<file path="src/rtl/updn_counter_param_pkg.sv">
// Shared encodings for the parametrised up/down counter: wrap/saturate modes
// and the per-cycle operation select (load > down > up > hold).
package updn_counter_param_pkg;

  localparam logic MODE_SAT  = 1'b0;
  localparam logic MODE_WRAP = 1'b1;

  typedef enum logic [1:0] {
    SEL_HOLD = 2'd0,
    SEL_LOAD = 2'd1,
    SEL_DOWN = 2'd2,
    SEL_UP   = 2'd3
  } sel_e;

endpackage

</file>
<file path="src/rtl/updn_counter_param_next_calc.sv">
// Combinational next-count for the up/down counter: operation select, clamping
// into the limit window, step arithmetic with borrow/overflow and event decode.
module updn_counter_param_next_calc
  import updn_counter_param_pkg::*;
#(
  parameter int WIDTH = 5,
  parameter int STEPW = 3
) (
  input  logic [WIDTH-1:0] count_i,
  input  logic             load_i,
  input  logic [WIDTH-1:0] load_val_i,
  input  logic             en_i,
  input  logic             up_i,
  input  logic             down_i,
  input  logic [STEPW-1:0] step_i,
  input  logic             wrap_mode_i,
  input  logic [WIDTH-1:0] lim_lo_i,
  input  logic [WIDTH-1:0] lim_hi_i,
  output logic [WIDTH-1:0] count_o,
  output logic             tc_up_o,
  output logic             tc_dn_o,
  output logic             ovf_o,
  output logic             udf_o,
  output logic             cfg_err_o
);

  localparam int XW = WIDTH + 1;

  logic [XW-1:0]    lo_x, hi_x, step_x, base_x, sum_x, diff_x;
  logic [WIDTH-1:0] ld_clamp;
  logic             wrap;
  sel_e             sel;

  always_comb begin
    lo_x      = XW'(lim_lo_i);
    hi_x      = XW'(lim_hi_i);
    step_x    = XW'(step_i);
    cfg_err_o = (lim_lo_i > lim_hi_i);
    wrap      = (wrap_mode_i == MODE_WRAP);

    // A count left outside the window by a live limit change is pulled back first.
    if (count_i < lim_lo_i)      base_x = lo_x;
    else if (count_i > lim_hi_i) base_x = hi_x;
    else                         base_x = XW'(count_i);

    if (load_val_i < lim_lo_i)      ld_clamp = lim_lo_i;
    else if (load_val_i > lim_hi_i) ld_clamp = lim_hi_i;
    else                            ld_clamp = load_val_i;

    sum_x  = base_x + step_x;
    diff_x = base_x - step_x;

    sel = SEL_HOLD;
    if (!cfg_err_o) begin
      if (load_i)                                    sel = SEL_LOAD;
      else if (en_i && down_i && (step_i != '0))     sel = SEL_DOWN;
      else if (en_i && up_i && !down_i && (step_i != '0)) sel = SEL_UP;
    end

    count_o = count_i;
    tc_up_o = 1'b0;
    tc_dn_o = 1'b0;
    ovf_o   = 1'b0;
    udf_o   = 1'b0;

    case (sel)
      SEL_LOAD: count_o = ld_clamp;
      SEL_DOWN: begin
        // The extra top bit of diff_x is the borrow out of the subtraction.
        if (diff_x[WIDTH] || (diff_x < lo_x)) begin
          udf_o   = 1'b1;
          tc_dn_o = 1'b1;
          count_o = wrap ? lim_hi_i : lim_lo_i;
        end else begin
          count_o = diff_x[WIDTH-1:0];
          tc_dn_o = (diff_x == lo_x);
        end
      end
      SEL_UP: begin
        if (sum_x > hi_x) begin
          ovf_o   = 1'b1;
          tc_up_o = 1'b1;
          count_o = wrap ? lim_lo_i : lim_hi_i;
        end else begin
          count_o = sum_x[WIDTH-1:0];
          tc_up_o = (sum_x == hi_x);
        end
      end
      default: ;
    endcase
  end

endmodule

</file>
<file path="src/rtl/updn_counter_param.sv">
// Parametrised up/down counter with programmable limits, saturate/wrap mode,
// variable step, registered terminal-count pulses and sticky ovf/udf flags.
module updn_counter_param
  import updn_counter_param_pkg::*;
#(
  parameter int               WIDTH   = 5,
  parameter int               STEPW   = 3,
  parameter logic [WIDTH-1:0] RST_VAL = '0
) (
  input  logic             clk,
  input  logic             rst_n,
  input  logic             en,
  input  logic             load,
  input  logic [WIDTH-1:0] load_val,
  input  logic             up,
  input  logic             down,
  input  logic [STEPW-1:0] step,
  input  logic             wrap_mode,
  input  logic [WIDTH-1:0] lim_lo,
  input  logic [WIDTH-1:0] lim_hi,
  input  logic             clr_flags,
  output logic [WIDTH-1:0] count,
  output logic             high,
  output logic             low,
  output logic             tc_up,
  output logic             tc_dn,
  output logic             ovf,
  output logic             udf,
  output logic             cfg_err
);

  logic [WIDTH-1:0] count_q, count_d;
  logic             tc_up_q, tc_up_d, tc_dn_q, tc_dn_d;
  logic             ovf_q, ovf_d, udf_q, udf_d;
  logic             ovf_evt, udf_evt;

  updn_counter_param_next_calc #(
    .WIDTH (WIDTH),
    .STEPW (STEPW)
  ) u_next (
    .count_i     (count_q),
    .load_i      (load),
    .load_val_i  (load_val),
    .en_i        (en),
    .up_i        (up),
    .down_i      (down),
    .step_i      (step),
    .wrap_mode_i (wrap_mode),
    .lim_lo_i    (lim_lo),
    .lim_hi_i    (lim_hi),
    .count_o     (count_d),
    .tc_up_o     (tc_up_d),
    .tc_dn_o     (tc_dn_d),
    .ovf_o       (ovf_evt),
    .udf_o       (udf_evt),
    .cfg_err_o   (cfg_err)
  );

  // A new event in the same cycle as clr_flags keeps the flag set.
  always_comb begin
    ovf_d = ovf_evt | (ovf_q & ~clr_flags);
    udf_d = udf_evt | (udf_q & ~clr_flags);
  end

  always_ff @(posedge clk or negedge rst_n) begin
    if (!rst_n) begin
      count_q <= RST_VAL;
      tc_up_q <= 1'b0;
      tc_dn_q <= 1'b0;
      ovf_q   <= 1'b0;
      udf_q   <= 1'b0;
    end else begin
      count_q <= count_d;
      tc_up_q <= tc_up_d;
      tc_dn_q <= tc_dn_d;
      ovf_q   <= ovf_d;
      udf_q   <= udf_d;
    end
  end

  assign count = count_q;
  assign high  = (count_q == lim_hi);
  assign low   = (count_q == lim_lo);
  assign tc_up = tc_up_q;
  assign tc_dn = tc_dn_q;
  assign ovf   = ovf_q;
  assign udf   = udf_q;

endmodule

</file>
<file path="config.mk">
export PLATFORM = sky130hd
export DESIGN_NAME = updn_counter_param
export DESIGN_NICKNAME = d
export VERILOG_FILES = /design/src/rtl/updn_counter_param_pkg.sv /design/src/rtl/updn_counter_param_next_calc.sv /design/src/rtl/updn_counter_param.sv
export SDC_FILE = /design/constraint.sdc
export NUM_CORES = 1
export LEC_CHECK = 0
export CORE_MARGIN = 1
export CORE_UTILIZATION = 35
export CTS_BUF_LIST = sky130_fd_sc_hd__clkbuf_8
export CTS_CLUSTER_DIAMETER = 80
export DETAILED_ROUTE_END_ITERATION = 8
export PLACE_DENSITY = 0.55
export SETUP_SLACK_MARGIN = 0.05
export SYNTH_ARGS = -nofsm -noshare
export SYNTH_HDL_FRONTEND = slang
export SYNTH_SLANG_ARGS = --single-unit
export TNS_END_PERCENT = 1
</file>
<file path="constraint.sdc">
create_clock -name clk -period 6.02 [get_ports clk]
set_input_delay 1.204 -clock clk [delete_from_list [all_inputs] [get_ports clk]]
set_output_delay 1.204 -clock clk [all_outputs]
set_load 0.005 [all_outputs]
</file>
## Word-level counts from Yosys, hierarchy flattened

Cells that the tools add are included.
Widths: inputs -> output; s select.

| storage, ports and cells | value |
|---|---|
| input port bits | 26 |
| memory bits (writable) | 0 |
| output and inout port bits | 12 |
| bits in registers | 9 |
| logic and storage cells | 56 |
| bits in read-only memories | 0 |
| memories | 0 |
| bits in latches | 0 |

| cells by class | value |
|---|---|
| multiply operators | 0 |
| mux-type cells | 21 |
| shift-type cells | 0 |
| reduce and logical (&&, ||, !) cells | 9 |
| magnitude comparators | 7 |
| add/sub/neg operators | 2 |
| div/mod/pow operators | 0 |
| bitwise gates (word level) | 5 |
| equal/unequal tests | 7 |

Operators with widths:

| operator | number |
|---|---|
| $mux 5 | 8 |
| $gt 5x5->1 | 3 |
| $pmux 5 s3 | 1 |
| $eq 6x5->1 | 2 |
| $eq 5x5->1 | 2 |
| $lt 5x5->1 | 2 |
| $mux 1 | 8 |
| $mux 2 | 4 |
| $add 6x3->6 | 1 |
| $gt 6x5->1 | 1 |
| $lt 6x5->1 | 1 |
| $reduce_bool 3->1 | 2 |
| $sub 6x3->6 | 1 |
| $logic_and 1x1->1 | 5 |
| $eq 2x2->1 const B | 2 |
| $and 1x1->1 | 2 |
| $eq 2x1->1 const B | 1 |
| $or 1x1->1 | 2 |
| $logic_not 1->1 | 1 |
| $logic_or 1x1->1 | 1 |
| $not 1->1 | 1 |

## Logic depth before layout (Yosys ltp)

Gate-level depths: netlist (run 1).

| logic depth | value |
|---|---|
| depth in word-level cells | 10 |
| gate-level depth with buffers | 27 |
| mapped depth without buffers | 26 |

## Hierarchy

Synthesis (run 1) repeated with hierarchy kept, for this count alone.

| unflattened totals | value |
|---|---|
| cell total of the unflattened synthesis | 281 |
| area total of the unflattened synthesis | 2182.1 um2 |

By module, submodules not included:

| module | area an instance (um2) | seq. area each (um2) | times used | cells an instance |
|---|---|---|---|---|
| updn_counter_param_next_calc | 1820.5 | 0.0 | 1 | 255 |
| updn_counter_param | 361.6 | 225.2 | 1 | 26 |

## Worst setup path before layout (run 1)

OpenSTA, ideal clock, no wires.

| timing path | value |
|---|---|
| kind | input to register |
| start | input port lim_hi[4] |
| end | register count_q[0], in the netlist count[0] |
| library setup time | 0.126 ns |
| setup slack | 0.103 ns |
| arrival | 5.790 ns |
| stages on the path | 27 |
| path through | clkbuf_1 inv_1 ha_1 and3_4 a21oi_1 a21boi_2 nand2_1 o211ai_1 a21boi_0 inv_1 ha_1 fa_1 inv_1 a21o_1 nor2_1 mux2i_1 xnor2_1 nor2_1 a31oi_1 ha_1 and3_1 o21a_1 nor2_1 a2111o_1 nand2_1 a211oi_1 o32a_1 |

| on the way | value |
|---|---|
| cells in the longest elaborated chain, start to end | 8 |
| elaborated cells between the ends (all ways) | 20 |

RTL lines:

| what | line | text |
|---|---|---|
| from (decl) | updn_counter_param.sv:20 | `input logic [WIDTH-1:0] lim_hi,` |
| $gt 5x5->1 | updn_counter_param_next_calc.sv:43 | `else if (count_i > lim_hi_i) base_x = hi_x;` |
| $mux 5 | updn_counter_param_next_calc.sv:43 |  |
| $mux 5 | updn_counter_param_next_calc.sv:42 | `if (count_i < lim_lo_i) base_x = lo_x;` |
| $sub 6x3->6 | updn_counter_param_next_calc.sv:51 | `diff_x = base_x - step_x;` |
| $lt 6x5->1 | updn_counter_param_next_calc.sv:70 | `if (diff_x[WIDTH] \|\| (diff_x < lo_x)) begin` |
| $logic_or 1x1->1 | updn_counter_param_next_calc.sv:70 |  |
| $mux 5 | updn_counter_param_next_calc.sv:70 |  |
| $pmux 5 s3 | updn_counter_param_next_calc.sv:66 | `case (sel)` |
| to (signal assigned) | updn_counter_param.sv:73 | `count_q <= count_d;` |
| to (decl) | updn_counter_param.sv:32 | `logic [WIDTH-1:0] count_q, count_d;` |

Several ways; a longest one is shown, not always the timed one.
A chain may end at the register's enable or synchronous reset.

## Final worst setup path (run 1)

| timing path | value |
|---|---|
| start | input port lim_lo[4] |
| end | register count_q[2], in the netlist count[2] |

| on the way | value |
|---|---|
| cells in the longest elaborated chain, start to end | 7 |
| elaborated cells between the ends (all ways) | 18 |

RTL lines:

| what | line | text |
|---|---|---|
| from (decl) | updn_counter_param.sv:19 | `input logic [WIDTH-1:0] lim_lo,` |
| $lt 5x5->1 | updn_counter_param_next_calc.sv:42 |  |
| $mux 5 | updn_counter_param_next_calc.sv:42 |  |
| $sub 6x3->6 | updn_counter_param_next_calc.sv:51 |  |
| $lt 6x5->1 | updn_counter_param_next_calc.sv:70 |  |
| $logic_or 1x1->1 | updn_counter_param_next_calc.sv:70 |  |
| $mux 5 | updn_counter_param_next_calc.sv:70 |  |
| $pmux 5 s3 | updn_counter_param_next_calc.sv:66 |  |

Several ways; a longest one is shown, not always the timed one.

==> impl_metrics.yaml, run 1 <==
detailed_routing:
  vias: 2746
  firstDrtPassIters: 6
  wire_per_inst_um: 17.71
  ant_nets: 0
  via_per_inst: 5.604
  totalWireLength_um: 8676
  drt-initial-drc-count: 159
  route.detailed.drc: 2
cells_and_area:
  final_util: 0.5385
  n_antenna_cell: 0
  nets: 482
  finalInstanceArea_sq_um: 3458
  syn_to_final_growth_pct: 46.63
  final.fill_count: 620
  fin_cells: 490
  drive_gt1_frac: 0.3051
timing:
  timing.final.crit_period_ps: 5784
  skew_ps: 7.795
  rsz0062_at_grt: "false"
  fin_crit_sh: 0.9608
  maxSlewViolCount: 0
  slew_headroom: 0.5331
  max_slew.worst_pin.slew_ps: 694.4
  finalHoldViolCount: 0
  setup_viol: 0
  fmax_ghz: 0.1729
  tns_ps: 0
power_and_ir_drop:
  power_uw: 1777
  leakage_uw: 0.001664
  max-vdd-ir-drop_v: 0.0003753
  powerDensity_nw_per_um2: 513.7
yosys:
  synth-edff-count: 0
  synth_area_leaders: "ha_1, dfrtp_1, mux2i_1"
  ys_ff_latch: 9
  synthesis.nets: 383
  synthCells: 315
  yosys_warnings: 0
  synth_most_common_cell: "ha_1"
  yosys-top-cells-count: "ha_1, nor2_1, inv_1"
  synth_top_area_share: 0.2122
  yosys.cell_types.count: 63
  syn_area_sq_um: 2359
  async_flop_share: 1.000
  avgSynthCellArea_sq_um: 7.487
  ys.flop_type: "dfrtp_1"
  seq_area_frac_synth: 0.09549
  yosysTopAreaCell: "ha_1"
placed_design:
  portBuffers: 37
  dp_hpwl_um: 7018
  dp.cells: 479
  routabilityCongestion: 0.8993
  place_area_sq_um: 3237
setup_path:
  r2r-start: "count[1]"
  crit_start: "lim_lo[4]"
  worstSetupPathType: "primary input to register"
  crit_arrival_ps: 5940
  cp.required_ps: 6170
  worstSetupStartpointType: "primary input"
  path_max_fanout: 4
  end_kind: "register"
die:
  die_h_um: 84.09
  core-area_sq_um: 6422
  pin_count: 38
  die_width_um: 84.09
  die_area_sq_um: 7071
  start_util: 0.3672
  std_cell_rows: 29
hold_path:
  min_path_type: "register to register"
  hp-start: "ovf"
clock_tree:
  cts_max_level: 1
  clock_path_buffers: 2
  cts_root_buf: "clkbuf_8"
  cts_tree: "yes"
  cts_buffers: 3
  path_clk_slew_ps: 50
  clk_latency_ps: 230
  numClockSinks: 9
grt:
  grt_usage: 0.2504
  grt_pass1_wl_um: 13930
  grt_max_degree: 15
  grt_overflow: 0
  grt_pass1_vias: 2755
  antenna_found_initial: 0
outcome:
  status: "complete, but fails checks"
  violations: "design-rule violations"
run:
  cap_violations: 0
worst max-delay path, cell delays in order:
cell,delay [ps]
clkdlybuf4s50_1,480
inv_1,80
ha_4,250
and3_4,150
o21ai_2,60
nand3_2,120
o211ai_1,130
a21boi_2,200
buf_4,130
inv_1,40
ha_2,190
fa_2,370
inv_1,60
a21o_1,140
nor2_1,50
mux2i_1,160
xnor2_1,110
nor2_1,90
a31oi_1,50
ha_1,330
and3_4,200
o21a_1,180
nor2_2,70
a2111o_1,410
and3_1,200
or3_4,330
a31oi_1,140
cells in the final DEF (no fill, tap or decap), drive strengths merged, types with 7 or more instances in the layout:
cell	synthesis	layout
nand3	10	10
a21oi	21	21
nand2	25	25
buf	2	67
o21ai	20	20
a211oi	8	8
clkbuf	8	7
ha	40	40
inv	26	26
nor2	28	28
and3	8	8
mux2i	16	16
clkdlybuf4s50	0	29
a31oi	7	7
dfrtp	9	9
layer usage:
metal  wire [um]  track usage  share of wire
met2        4105       0.4486           0.47
met1        4175       0.3391           0.48
met3         333      0.01484          0.038
met5           0            0              0
met4          62      0.02665         0.0071
cell families (layout without fill, tap and decap cells):
family,count (synthesis),count (layout),share of synthesized area
DFF,9,9,0.09549
muxes,16,16,0.06790
adders and majority gates,42,42,0.2292
xor gates and xnor gates,7,7,0.02600
AOI/OAI and AO/OA,100,100,0.2966
buffers and inverters,36,134,0.05782
and+or+nand+nor,105,105,0.2271
through the flow:
step,hold slack [ps],setup slack (ps)
2_1_floorplan,517.2,103.5
3_3_place_gp,525.0,-405.2
3_5_place_dp,518.6,-450.2
6_report,534.4,235.9
4_1_cts,536.5,91.05
5_1_grt,575.8,44.43
repair_timing:
action	4_1_cts	5_1_grt
pin swaps	14	14
resized for setup	27	27
setup endpoints to repair	8	6
setup buffers	2	5
hold buffers	0	0
worst paths after layout:
path	to	slack, ps	cells after the start
worst max-delay path	count[2]	240	27
worst min-delay path	ovf	530	2
worst max register to register	count[2]	890	23
worst min register to register	ovf	530	2
max in group asynchronous	tc_dn	4450	1
min in group asynchronous	udf	1270	1
power by group:
part,total (uW),switching (uW),internal (uW)
registers,105,26.8,78.5
clock network,70.5,25.3,45.2
logic,1600,776,825
layout make-up:
class | count | area (sq um) | area share
well taps | 77 | 96.34 | 0.02786
multi-input cells | 270 | 2130 | 0.6158
clock inverters | 1 | 5.005 | 0.001447
flip-flops and latches | 9 | 225.2 | 0.06512
clock buffers | 3 | 41.29 | 0.01194
repair buffers | 104 | 863.3 | 0.2496
inverters | 26 | 97.59 | 0.02822
state kept, by name (all words and copies together), names as in the netlist:
register and flops:
udf 1, ovf 1, tc_dn 1, tc_up 1, count 5
No activity file was read; power rests on OpenSTA's default activity.
==> inputs of run 2 (changes only) <==
--- a/config.mk
+++ b/config.mk
@@ -10,8 +10,9 @@
 export CTS_BUF_LIST = sky130_fd_sc_hd__clkbuf_8
 export CTS_CLUSTER_DIAMETER = 80
 export DETAILED_ROUTE_END_ITERATION = 8
-export PLACE_DENSITY = 0.55
+export PLACE_DENSITY = 0.57
 export SETUP_SLACK_MARGIN = 0.05
+export SLEW_MARGIN = 20
 export SYNTH_ARGS = -nofsm -noshare
 export SYNTH_HDL_FRONTEND = slang
 export SYNTH_SLANG_ARGS = --single-unit
==> constraint.sdc (replaced) <==
create_clock -name clk -period 4.7 [get_ports clk]
set_input_delay 0.94 -clock clk [delete_from_list [all_inputs] [get_ports clk]]
set_output_delay 0.94 -clock clk [all_outputs]
set_load 0.005 [all_outputs]
==> impl_metrics.yaml, run 2 (same netlist as run 1, synthesis figures left out) <==
clock_tree:
  path_clk_slew_ps: 50
  cts_tree: "yes"
  clock_path_buffers: 2
  hold_buffers: 0
  cts_root_buf: "clkbuf_8"
  clk_latency_ps: 240
  numClockSinks: 9
  cts_max_level: 1
  cts_buffers: 3
cells_and_area:
  finalInstanceArea_sq_um: 3787
  largest_reg_flops: 5
  final.fill_count: 570
  mostFrequentLayoutCells: "buf_4, ha_1, nor2_1, clkdlybuf4s50_1, nand2_1"
  seqCellArea_sq_um: 225.2
  n_antenna_cell: 0
  nets: 511
  layout_commonest_cell: "buf_4"
  multiInputGateArea_sq_um: 2233
  syn_to_final_growth_pct: 60.58
  drive_gt1_frac: 0.3801
placed_design:
  place_area_sq_um: 3440
  dp_hpwl_um: 7091
  portBuffers: 37
  routabilityCongestion: 0.9297
timing:
  fmax_ghz: 0.1915
  finalHoldViolCount: 0
  skew_ps: 3.388
  max_slew.worst_pin.slew_ps: 686.0
  fin_crit_sh: 1.111
  rsz0062_at_grt: "true"
  tns_ps: -3437
  timing.final.crit_period_ps: 5222
  setup_viol: 8
  setup_ws_ps: -521.5
  slew_headroom: 0.5396
  maxSlewViolCount: 0
grt:
  grt_pass1_wl_um: 14280
  grt_max_degree: 15
  grt_usage: 0.2587
  grt_pass1_vias: 2790
  grt_overflow: 0
  antenna_found_initial: 0
hold_path:
  min_path_type: "register to register"
  worst_hold_path.num_cells: 2
run:
  cap_violations: 0
power_and_ir_drop:
  leakage_uw: 0.001816
  max-vdd-ir-drop_v: 0.0005001
  power.switching_uw: 1182
  p_seq_frac: 0.050
  p_comb_frac: 0.915
  power_uw: 2636
  powerDensity_nw_per_um2: 696.1
  power_frac_clock: 0.036
  p_int_uw: 1454
  switching_share: 0.4483
detailed_routing:
  wire_per_inst_um: 17.24
  drt-initial-drc-count: 156
  vias: 2857
  via_per_inst: 5.505
  firstDrtPassIters: 6
  totalWireLength_um: 8945
  route.detailed.drc: 4
  ant_nets: 0
setup_path:
  worstSetupPathType: "primary input to register"
  crit_arrival_ps: 5330
  cp.required_ps: 4810
  reg2regPathDepth: 23
  end_kind: "register"
  path_max_fanout: 5
  worstSetupStartpointType: "primary input"
die:
  die_area_sq_um: 7071
  pin_count: 38
  core-area_sq_um: 6422
  start_util: 0.3672
  die_h_um: 84.09
  std_cell_rows: 29
  die_width_um: 84.09
outcome:
  violations: "design-rule violations, negative setup slack"
  status: "complete, but fails checks"
-- run 2: power groups by stage --
stage / logic (uW) / clock network [uW] / registers, uW
finish: 2410 / 94.2 / 131
global route: 2600 / 100 / 133
CTS: 2150 / 95.2 / 131
detailed placement: 2000 / 0 / 125
global placement: 1990 / 0 / 126
floorplan: 1080 / 0 / 132
-- run 2: worst paths after layout --
check,from,endpoint,slack [ps]
worst max-delay path,lim_hi[1],count[1],-520
worst min-delay path,ovf,ovf,540
worst min register to register,ovf,ovf,540
max in group asynchronous,rst_n,count[2],3390
worst max register to register,count[4],count[1],-150
min in group asynchronous,rst_n,ovf,1010
-- run 2: metal layers --
layer / global-route usage / up-vias / part of all wire / wire, um
li1: - / 1425 / - / -
met4: 0.04859 / 0 / 0.016 / 146
met5: 0 / - / 0 / 0
met3: 0.01879 / 14 / 0.065 / 579
met1: 0.3637 / 1333 / 0.46 / 4117
met2: 0.4344 / 85 / 0.46 / 4102
-- run 2: final cells by class --
cell class              instances  area share
clock buffers                   3     0.01090
clock inverters                 1   0.0009911
inverters                      26     0.02709
multi-input cells             270      0.5897
flip-flops and latches          9     0.05946
well taps                      77     0.02544
repair buffers                133      0.2864
-- run 2: per-stage QoR --
stage	worst slack, ps	cells	hold slack [ps]	utilization
2_1_floorplan	-503.8	315	517.2	-
3_3_place_gp	-1299	501	528.8	0.5356
3_5_place_dp	-1345	501	532.6	0.5356
4_1_cts	-715.5	512	539.4	0.5679
5_1_grt	-732.2	519	571.9	0.5897
6_report	-521.5	519	539.9	0.5897
-- run 2: repair_timing --
item | in CTS | in global routing
resized for setup | 51 | 28
cloned | 0 | 0
buffers inserted | 7 | 7
setup endpoints to repair | 9 | 9
pin swaps | 31 | 33
endpoints found under the hold margin | 0 | 0
-- run 2: worst max-delay path: stages --
cell and delay [ps]:
buf_8 80, inv_6 30, ha_4 240, or2b_4 260
a21o_4 230, a21bo_4 230, nand2_1 70, o211ai_1 80
a21boi_2 170, buf_4 130, buf_4 130, ha_1 270
nor2b_1 130, o21a_1 170, or2_2 290, xor2_1 170
ha_1 310, and3_4 200, o21a_4 150, nor2_4 50
a2111o_1 380, nand2_2 170, buf_6 110, mux2i_1 200
o211ai_1 110
==> inputs of run 3 (changes only) <==
--- a/config.mk
+++ b/config.mk
@@ -5,6 +5,7 @@
 export SDC_FILE = /design/constraint.sdc
 export NUM_CORES = 1
 export LEC_CHECK = 0
+export CORE_ASPECT_RATIO = 1.75
 export CORE_MARGIN = 1
 export CORE_UTILIZATION = 35
 export CTS_BUF_LIST = sky130_fd_sc_hd__clkbuf_8
==> impl_metrics.yaml, run 3 (same netlist as run 1, synthesis figures left out) <==
die:
  core-area_sq_um: 6539
  start_util: 0.3607
  pin_count: 38
  die_width_um: 64.06
  std_cell_rows: 39
  die_area_sq_um: 7084
  die_h_um: 110.6
timing:
  setup_ws_ps: -688.2
  slew_headroom: 0.5109
  setup_viol: 8
  timing.final.crit_period_ps: 5388
  max_slew.worst_pin.slew_ps: 727.4
  fin_crit_sh: 1.146
  fmax_ghz: 0.1856
  maxSlewViolCount: 0
  rsz0062_at_grt: "true"
  finalHoldViolCount: 0
  holdWs_ps: 537.7
  skew_ps: 1.824
setup_path:
  critPathSlowestCell: "fa_2"
  critPathMaxStageDelay_ps: 400
  path_max_fanout: 4
  cp.required_ps: 4800
  r2r_slack_ps: -310
  worstSetupPathType: "primary input to register"
  worstSetupStartpointType: "primary input"
  end_kind: "register"
  crit_arrival_ps: 5490
cells_and_area:
  final.fill_count: 608
  syn_to_final_growth_pct: 63.45
  fin_cells: 533
  layout_commonest_cell: "buf_4"
  mostFrequentLayoutCells: "buf_4, ha_1, clkdlybuf4s50_1"
  largest_reg_flops: 5
  drive_gt1_frac: 0.3991
  finalInstanceArea_sq_um: 3855
  final_util: 0.5896
  n_antenna_cell: 0
  nets: 520
power_and_ir_drop:
  switching_share: 0.4444
  leakage_uw: 0.001838
  p_int_uw: 1575
  power.switching_uw: 1260
  power_frac_clock: 0.032
  p_comb_frac: 0.924
  p_seq_frac: 0.045
  powerDensity_nw_per_um2: 735.3
  max-vdd-ir-drop_v: 0.0005341
grt:
  grt_max_degree: 15
  grt_pass1_wl_um: 15150
  use_met2: 0.5149
  gr-usage-met3: 0.03306
  grt_usage: 0.2837
  grt_overflow: 0
  busiest_layer: "met2"
  antenna_found_initial: 0
  grt_pass1_vias: 2989
  grtUsageMet1: 0.2978
outcome:
  violations: "negative setup slack"
  status: "complete, but fails checks"
placed_design:
  place_area_sq_um: 3401
  dp.cells: 500
  routabilityCongestion: 0.9097
  portBuffers: 37
  pre_cts_ws_ps: -1689
  dp_hpwl_um: 7832
clock_tree:
  cts_buffers: 3
  clk_latency_ps: 230
  numClockSinks: 9
  clock_path_buffers: 2
  cts_tree: "yes"
  cts_max_level: 1
  cts_root_buf: "clkbuf_8"
  path_clk_slew_ps: 50
detailed_routing:
  route.detailed.drc: 0
  firstDrtPassIters: 5
  ant_nets: 0
  wire_per_inst_um: 18.47
  drt-initial-drc-count: 166
  vias: 2966
  totalWireLength_um: 9842
  via_per_inst: 5.565
run:
  cap_violations: 0
hold_path:
  min_path_type: "register to register"
## run 3: cell types whose count changed in the layout (fill, tap and decap cells not counted), sizes merged
cell           delta
dlymetal6s2s      -1
buf               +9
clkdlybuf4s50     +1
dlygate4sd2       -1
clkdlybuf4s15     +1
## run 3: per-layer routing
metal / wire length [um] / up-vias / part of all wire
met5: 0 / - / 0
met4: 696 / 0 / 0.071
met3: 403 / 42 / 0.041
met2: 5156 / 107 / 0.52
met1: 3585 / 1379 / 0.36
li1: - / 1438 / -
## run 3: final cells by class
class,count,area (sq um),area share
Tap cell,82,102.6,0.02661
Timing Repair Buffer,142,1155,0.2996
Multi-Input combinational cell,270,2227,0.5777
Sequential cell,9,225.2,0.05842
Inverter,26,100.1,0.02597
Clock inverter,1,3.754,0.0009737
Clock buffer,3,41.29,0.01071
## run 3: timing repair
item,CTS,global route
endpoints found under the setup margin,9,9
cloned,0,0
pin swaps,21,31
gates resized for setup,59,25
hold buffers,0,0
setup buffers,21,8
## run 3: worst max-delay path, delay by kind of cell
kind            cells  cell delay (ps)
compound gates     10             1680
fa+ha+maj           4             1130
simple gates        6              720
buf+inv             6              530
mux                 2              320
xor+xnor            1              170
## run 3: worst paths after layout
check	from	end	cells past startpoint
hold / removal	ovf	ovf	2
max in group asynchronous	rst_n	ovf	1
min in group asynchronous	rst_n	count[2]	1
setup / recovery	lim_hi[1]	count[1]	29
setup reg to reg	count[1]	count[1]	27
hold reg to reg	ovf	ovf	2
## run 3: metrics by stage
stage / power, uW / setup TNS (ps)
after global routing: 3057 / -7064
after detailed placement: 2133 / -12910
after global placement: 2119 / -12930
final: 2835 / -5079
after CTS: 2576 / -5234
after floorplan: 1208 / -2408
## run 3: power by group through the flow
stage / Sequential [uW] / Clock, uW / Combinational, uW
after detailed placement: 121 / 0 / 2010
after floorplan: 132 / 0 / 1080
after CTS: 125 / 90.5 / 2360
after global routing: 129 / 96.3 / 2830
final: 127 / 89.4 / 2620
after global placement: 122 / 0 / 2000
